**config.mk**
```make
export PLATFORM = sky130hd
export DESIGN_NAME = random_spawn_scheduler
export DESIGN_NICKNAME = d
export VERILOG_FILES = /design/src/rtl/random_spawn_scheduler.sv
export SDC_FILE = /design/constraint.sdc
export NUM_CORES = 1
export LEC_CHECK = 0
export CAP_MARGIN = 10
export CORE_MARGIN = 8
export CORE_UTILIZATION = 33
export CTS_CLUSTER_SIZE = 8
export DETAILED_ROUTE_END_ITERATION = 10
export SYNTH_ARGS = -nofsm -noshare
export SYNTH_HDL_FRONTEND = slang
export SYNTH_SLANG_ARGS = --single-unit
```
**constraint.sdc**
```tcl
create_clock -name clk -period 2.73 [get_ports clk]
set_clock_uncertainty 0.1 [all_clocks]
set_input_delay 0.6825 -clock clk [delete_from_list [all_inputs] [get_ports clk]]
set_output_delay 0.6825 -clock clk [all_outputs]
set_load 0.02 [all_outputs]
```
**src/rtl/random_spawn_scheduler.sv**
```systemverilog
// random_spawn_scheduler: paces randomized lane spawns in frame units and offers them over a valid/ready handshake
module random_spawn_scheduler #(
  parameter int FRAMES_PER_UNIT = 4,
  parameter int MIN_GAP = 2
) (
  input  logic       clk,
  input  logic       resetN,
  input  logic       startOfFrame,
  input  logic       enable,
  input  logic [3:0] random,
  input  logic       spawn_ready,
  output logic       spawn_valid,
  output logic [3:0] spawn_lane,
  output logic       spawn_dir,
  output logic [7:0] spawn_count
);
  typedef enum logic [2:0] {IDLE, LOAD, WAIT, PICK, OFFER, COOLDOWN} state_t;
  state_t state_q, state_d;
  logic [7:0] cnt_q, cnt_d, count_q, count_d;
  logic [3:0] lane_q, lane_d, r;
  logic dir_q, dir_d, valid_q, valid_d;
  assign r = (random == 4'd0) ? 4'd1 : (random > 4'd12) ? 4'd12 : random;
  always_comb begin
    state_d = state_q;
    cnt_d = cnt_q;
    count_d = count_q;
    lane_d = lane_q;
    dir_d = dir_q;
    if (!enable) state_d = IDLE;
    else
      case (state_q)
        IDLE: state_d = LOAD;
        LOAD: begin
          cnt_d = 8'(r) * 8'(FRAMES_PER_UNIT);
          state_d = WAIT;
        end
        WAIT, COOLDOWN:
          if (startOfFrame) begin
            cnt_d = cnt_q - 8'd1;
            if (cnt_q == 8'd1) state_d = (state_q == WAIT) ? PICK : LOAD;
          end
        PICK: begin
          lane_d = r;
          dir_d = r[0];
          state_d = OFFER;
        end
        OFFER:
          if (spawn_ready) begin
            count_d = count_q + 8'd1;
            cnt_d = 8'(MIN_GAP);
            state_d = (MIN_GAP == 0) ? LOAD : COOLDOWN;
          end
        default: state_d = IDLE;
      endcase
    valid_d = (state_d == OFFER);
  end
  always_ff @(posedge clk or negedge resetN)
    if (!resetN) begin
      state_q <= IDLE;
      cnt_q <= 8'd0;
      count_q <= 8'd0;
      lane_q <= 4'd0;
      dir_q <= 1'b0;
      valid_q <= 1'b0;
    end else begin
      state_q <= state_d;
      cnt_q <= cnt_d;
      count_q <= count_d;
      lane_q <= lane_d;
      dir_q <= dir_d;
      valid_q <= valid_d;
    end
  assign spawn_valid = valid_q;
  assign spawn_lane = lane_q;
  assign spawn_dir = dir_q;
  assign spawn_count = count_q;
endmodule

```
==> results of run 1 <==
[synthesized netlist by cell type (2+ instances only)]
cell type	n	area share, %
a21oi_1	3	1.1
a22oi_1	4	2.2
a32oi_1	3	1.9
and2b_2	2	1.3
buf_2	2	0.74
buf_6	2	1.7
dfrtp_1	24	44
ha_1	3	2.8
inv_1	7	1.9
mux2_2	5	4.1
mux2i_1	2	1.5
nand2_1	8	2.2
nand2b_1	3	1.4
nand3_1	8	2.9
nand3b_1	2	1.1
nand4_1	2	0.92
nor2_1	3	0.83
nor3_1	3	1.1
o21a_1	2	1.1
o21ai_0	2	0.74
o22ai_1	5	2.3
xnor2_1	5	3.2
xor2_1	2	1.3
[layer usage]
| layer | vias up | part of all wire, % | track usage, % |
|---|---|---|---|
| li1 | 505 | - | - |
| met1 | 514 | 46 | 11.0 |
| met2 | 26 | 45 | 14.6 |
| met3 | 8 | 6.3 | 3.01 |
| met4 | 0 | 2.4 | 4.73 |
| met5 | - | 0 | 0 |
[state kept, by name, summed over array words and instances, names as in the netlist]
name / flops
cnt_q: 8
spawn_lane: 4
spawn_valid: 1
spawn_count: 8
state_q: 3
[final cells by class]
class                           count  area share (%)
Tap cell                           50            3.72
Timing Repair Buffer               23            13.6
Clock inverter                      1            1.79
Clock buffer                        3            2.46
Inverter                            7            1.56
Sequential cell                    24            35.7
Multi-Input combinational cell     92            41.2
[stage by stage]
stage	std cells	util (%)	hold slack [ns]	setup WS [ns]
6_report	200	42.3	0.372	0.619
5_1_grt	200	42.3	0.420	0.556
4_1_cts	200	42.3	0.380	0.596
3_5_place_dp	196	40.5	0.362	0.372
3_3_place_gp	196	40.5	0.361	0.392
2_1_floorplan	128	-	0.287	0.897
[final timing paths]
path / to / slack, ns
hold / removal: spawn_count[7] / 0.37
setup / recovery: spawn_count[3] / 0.62
hold reg to reg: spawn_count[7] / 0.37
max in group asynchronous: spawn_lane[1] / 1.63
setup reg to reg: cnt_q[1] / 0.87
min in group asynchronous: spawn_count[2] / 0.67
[power by group through the flow]
stage / sequential (W) / combinational (W) / clock [W]
2_1_floorplan: 0.000589 / 0.000341 / 0
6_report: 0.000561 / 0.000557 / 0.000316
3_3_place_gp: 0.000562 / 0.000549 / 0
5_1_grt: 0.000577 / 0.000613 / 0.000337
3_5_place_dp: 0.000565 / 0.000557 / 0
4_1_cts: 0.000560 / 0.000560 / 0.000324
[kinds of logic after synthesis]
family / count (synthesis) / share of synthesized area, %
buffers and inverters: 12 / 4.88
AO/OA/AOI/OAI: 29 / 16.3
AND/OR/NAND/NOR: 45 / 20.6
adder cells (fa/ha/maj): 3 / 2.76
multiplexers: 8 / 6.72
XOR/XNOR: 7 / 4.51
flip-flops: 24 / 44.2
==> out/metrics.csv, run 1 <==
stage,metric,value,unit
floorplan,core area,3970,um2
finish,share of cells above drive strength 1,14.7,%
global_route,total grt overflow,0,
placed_design,# port buffers,22,
clocking,CTS Hold Bufs,0,
setup_path,worst setup path category,flip-flop to primary output,
clocking,CTS Sinks,24,
setup_path,WP depth,1,
pwr,Gate power share,38.9,%
setup_path,worst setup path start,spawn_count[3],
synth,Synth async-reset ratio,100,%
clocking,TritonCTS Buffers,3,
setup_path,worst reg2reg path depth,4,
setup_path,crit-path cells,clkdlybuf4s50_1,
sta,Tmin final,2.11,ns
synth,distinct cell type count after synthesis,49,
setup_path,family with the most delay on the worst path,buffers and inverters,
synth,Mapped Area,1360,um2
finish,final net count,163,
global_route,vias in the first global route,1029,
synth,Synth Register Bits,24,
finish,Reg area,601,um2
finish,P&R area growth vs syn,23.7,%
clocking,Worst-Skew Late Latency,0.27,ns
floorplan,Die H,80.2,um
pwr,Max rail drop VDD,456,uV
pwr,switching share of total power,35.9,%
setup_path,CP max FO,5,
sta,endpoints failing setup,0,
pwr,Power Dens Cells,853,nW/um2
setup_path,"Buf+Inv Stages, Crit Path",1,
setup_path,Crit. End Element,primary output,
placed_design,placed cell area,1610,um2
global_route,Total Routing Usage GR,9.27,%
global_route,first-pass GRT wire length,4.77,mm
clocking,H-tree depth,1,
pwr,LEAKAGE,0.714,nW
setup_path,max incr delay on CP,0.63,ns
route,wire per inst,14.1,um
synth,Mapped Cells,128,
placed_design,Post-DP HPWL,2.12,mm
finish,design area,1680,um2
floorplan,Initial Util,34.2,%
clocking,CTS root buf,clkbuf_8,
synth,Yosys warnings,0,
finish,Layout fillers,384,
sta,Final Max Slew Viols,0,
pwr,Pwr Total,0.00143,W
route,WL final,2.81,mm
synth,Synth Flop Type,dfrtp_1,
clocking,CTS tree,yes,
sta,Final Hold Vio Count,0,
route,Initial DRC Count,46,
finish,"commonest non-fill, non-tap cell in the layout",dfrtp_1,
clocking,Resized Gates After CTS,0,
setup_path,nature of the critical path startpoint,flip-flop,
flow_run,max cap viols,0,
global_route,largest net degree at the start of global routing,25,
sta,Worst-Margin Slew,0.676,ns
setup_path,WP data arrival,1.33,ns
route,"antenna viol nets, final",0,
finish,diodes inserted,0,
synth,post-synth net total,140,
setup_path,Critical-path top delay cell,clkdlybuf4s50_1,
outcome,status,"complete, no violations",
floorplan,Rows,23,
pwr,internal power,0.000919,W
hold_path,HP Class,flip-flop to flip-flop,
sta,RSZ-0062 raised after global routing,false,
route,routed via count,1053,
clocking,"Reg clk slew, reported paths",0.09,ns
route,drt first pass iters,4,
floorplan,I/O Pins,23,
sta,max_slew headroom,54.6,%
setup_path,required time worst endpoint,1.95,ns
floorplan,die outline area,6430,um2
setup_path,reg-to-reg startpoint,state_q[0],
route,Remaining DRCs,0,
synth,register area share after synthesis,44.2,%
global_route,initial antenna violation count,0,
sta,crit share post-route,77.3,%
clocking,CTS Buffer Depth,2,
hold_path,worst hold start,spawn_count[7],
synth,Avg Inst Size Synth,10.6,um2
finish,area occupied by multi-input gates,692,um2
sta,FMAX,0.474,GHz
sta,setup TNS,0,ns
pwr,Sw Pwr,0.000514,W
floorplan,die width,80.2,um
hold_path,Hold Path Stages,1,
clocking,post-CTS setup buffer count,0,
pwr,sequential power share,39.1,%
placed_design,RePlAce Congestion,0.879,
pwr,clock share of power,22.0,%
finish,most frequent cells in the layout,"dfrtp_1 (24), clkdlybuf4s50_1 (22), nand3_1 (8), nand2_1 (8), inv_1 (7)",
synth,number of synthesized flops with an enable pin,0,
route,DR vias/cell,5.27,
Note: power is estimated with default switching activity, not from simulation.
==> run 2, diff against run 1 <==
==> constraint.sdc (replaced) <==
create_clock -name clk -period 1.8 [get_ports clk]
set_clock_uncertainty 0.1 [all_clocks]
set_input_delay 0.45 -clock clk [delete_from_list [all_inputs] [get_ports clk]]
set_output_delay 0.45 -clock clk [all_outputs]
set_load 0.02 [all_outputs]
==> out/metrics.csv, run 2 (synthesis results as in run 1) <==
stage,metric,value,unit
outcome,status,"complete, no violations",
setup_path,family with the most delay on the worst path,buffers and inverters,
sta,max_slew headroom,67.2,%
clocking,H-tree depth,1,
flow_run,max cap viols,0,
route,DR WL met3,229,um
sta,FMAX,0.572,GHz
sta,hold slack,0.368,ns
finish,share of cells above drive strength 1,21.6,%
setup_path,Critical-path top delay cell,clkdlybuf4s50_1,
sta,setup TNS,0,ns
setup_path,required time worst endpoint,1.25,ns
setup_path,Crit. End Element,primary output,
pwr,sequential power share,38.4,%
sta,Final Max Slew Viols,0,
route,WL final,2.97,mm
setup_path,worst setup path category,flip-flop to primary output,
clocking,"Reg clk slew, reported paths",0.09,ns
global_route,initial antenna violation count,0,
floorplan,I/O Pins,23,
floorplan,Initial Util,34.2,%
clocking,CTS Buffer Depth,2,
route,DR vias/cell,5.17,
sta,RSZ-0062 raised after global routing,false,
placed_design,# port buffers,22,
pwr,LEAKAGE,0.840,nW
setup_path,"Buf+Inv Stages, Crit Path",1,
clocking,TritonCTS Buffers,3,
hold_path,HP Class,flip-flop to flip-flop,
pwr,Power Dens Cells,1230,nW/um2
finish,P&R area growth vs syn,31.3,%
placed_design,placed cell area,1710,um2
pwr,Max rail drop VDD,640,uV
finish,diodes inserted,0,
clocking,Worst-Skew Late Latency,0.27,ns
route,highest routing layer actually used,met4,
pwr,clock share of power,21.8,%
global_route,vias in the first global route,1127,
pwr,switching share of total power,35.8,%
sta,endpoints failing setup,0,
route,routed via count,1097,
global_route,total grt overflow,0,
pwr,Sw Pwr,0.000788,W
finish,"commonest non-fill, non-tap cell in the layout",dfrtp_1,
global_route,largest net degree at the start of global routing,25,
placed_design,Post-DP HPWL,2.26,mm
route,wire per inst,14.0,um
pwr,Pwr Total,0.00220,W
route,"antenna viol nets, final",0,
sta,Final Hold Vio Count,0,
clocking,CTS Sinks,24,
finish,final net count,175,
route,drt first pass iters,4,
floorplan,Rows,23,
sta,crit share post-route,97.1,%
clocking,CTS root buf,clkbuf_8,
sta,Tmin final,1.75,ns
route,met2 WL,1.34,mm
clocking,CTS tree,yes,
pwr,Gate power share,39.8,%
placed_design,Post-Place Worst Slack,-0.208,ns
floorplan,Die H,80.2,um
setup_path,WP data arrival,1.20,ns
global_route,first-pass GRT wire length,5.20,mm
setup_path,nature of the critical path startpoint,flip-flop,
finish,most frequent cells in the layout,"dfrtp_1 (24), dlygate4sd2_1 (12), buf_4 (12)",
route,Remaining DRCs,0,
setup_path,CP max FO,1,
global_route,Total Routing Usage GR,10.1,%
floorplan,die width,80.2,um
setup_path,crit-path cells,clkdlybuf4s50_1,
route,Initial DRC Count,44,
sta,Worst-Margin Slew,0.485,ns
finish,design area,1780,um2
clocking,CTS Hold Bufs,0,
floorplan,core area,3970,um2
pwr,internal power,0.00141,W
floorplan,die outline area,6430,um2
sta,PnR worst setup slack,0.0525,ns
placed_design,RePlAce Congestion,0.799,
setup_path,max incr delay on CP,0.60,ns
route,wl on met1,1.34,mm
## run 2: cell type report
class	instances	area, um2
fillers	377	2190
multi-input cells	92	706
flip-flops and latches	24	601
repair buffers	35	318
well taps	50	62.6
clock buffers	3	41.3
clock inverters	1	30.0
inverters	7	26.3
## run 2: stage by stage
| stage | utilization (%) | std cells |
|---|---|---|
| 5_1_grt | 44.9 | 212 |
| 3_5_place_dp | 43.1 | 208 |
| 4_1_cts | 44.5 | 212 |
| 6_report | 44.9 | 212 |
| 2_1_floorplan | - | 128 |
| 3_3_place_gp | 43.1 | 208 |
## run 2: power by group through the flow
stage          Clock (W)  Combinational [W]  Sequential, W
2_1_floorplan          0           0.000517       0.000894
3_3_place_gp           0           0.000919       0.000848
3_5_place_dp           0           0.000925       0.000853
4_1_cts         0.000503           0.000883       0.000844
5_1_grt         0.000509           0.000978       0.000872
6_report        0.000480           0.000877       0.000846
## run 2: final timing paths
path	start	endpoint	slack [ns]	cells after the start
max reg2reg	state_q[0]	cnt_q[1]	0.10	4
max in group asynchronous	resetN	cnt_q[4]	0.93	2
min	spawn_count[7]	spawn_count[7]	0.37	1
min reg2reg	spawn_count[7]	spawn_count[7]	0.37	1
min in group asynchronous	resetN	spawn_valid	0.43	2
max	spawn_valid	spawn_valid	0.05	1
## run 2: worst register-to-register path, delay by kind of cell (launching register included)
family	cells	cell delay, ns
flops	1	0.55
mux	1	0.30
compound gates	1	0.18
simple gates	2	0.47
## run 2: repair_timing
action / in CTS / in global routing
setup buffers: 0 / 0
setup endpoints to repair: 12 / 4
resized for setup: 12 / 3
## run 2: metal layers
metal | vias to the layer above | global-route usage (%)
li1 | 529 | -
met1 | 531 | 12.3
met2 | 29 | 15.9
met3 | 8 | 3.91
met4 | 0 | 3.27
met5 | - | 0
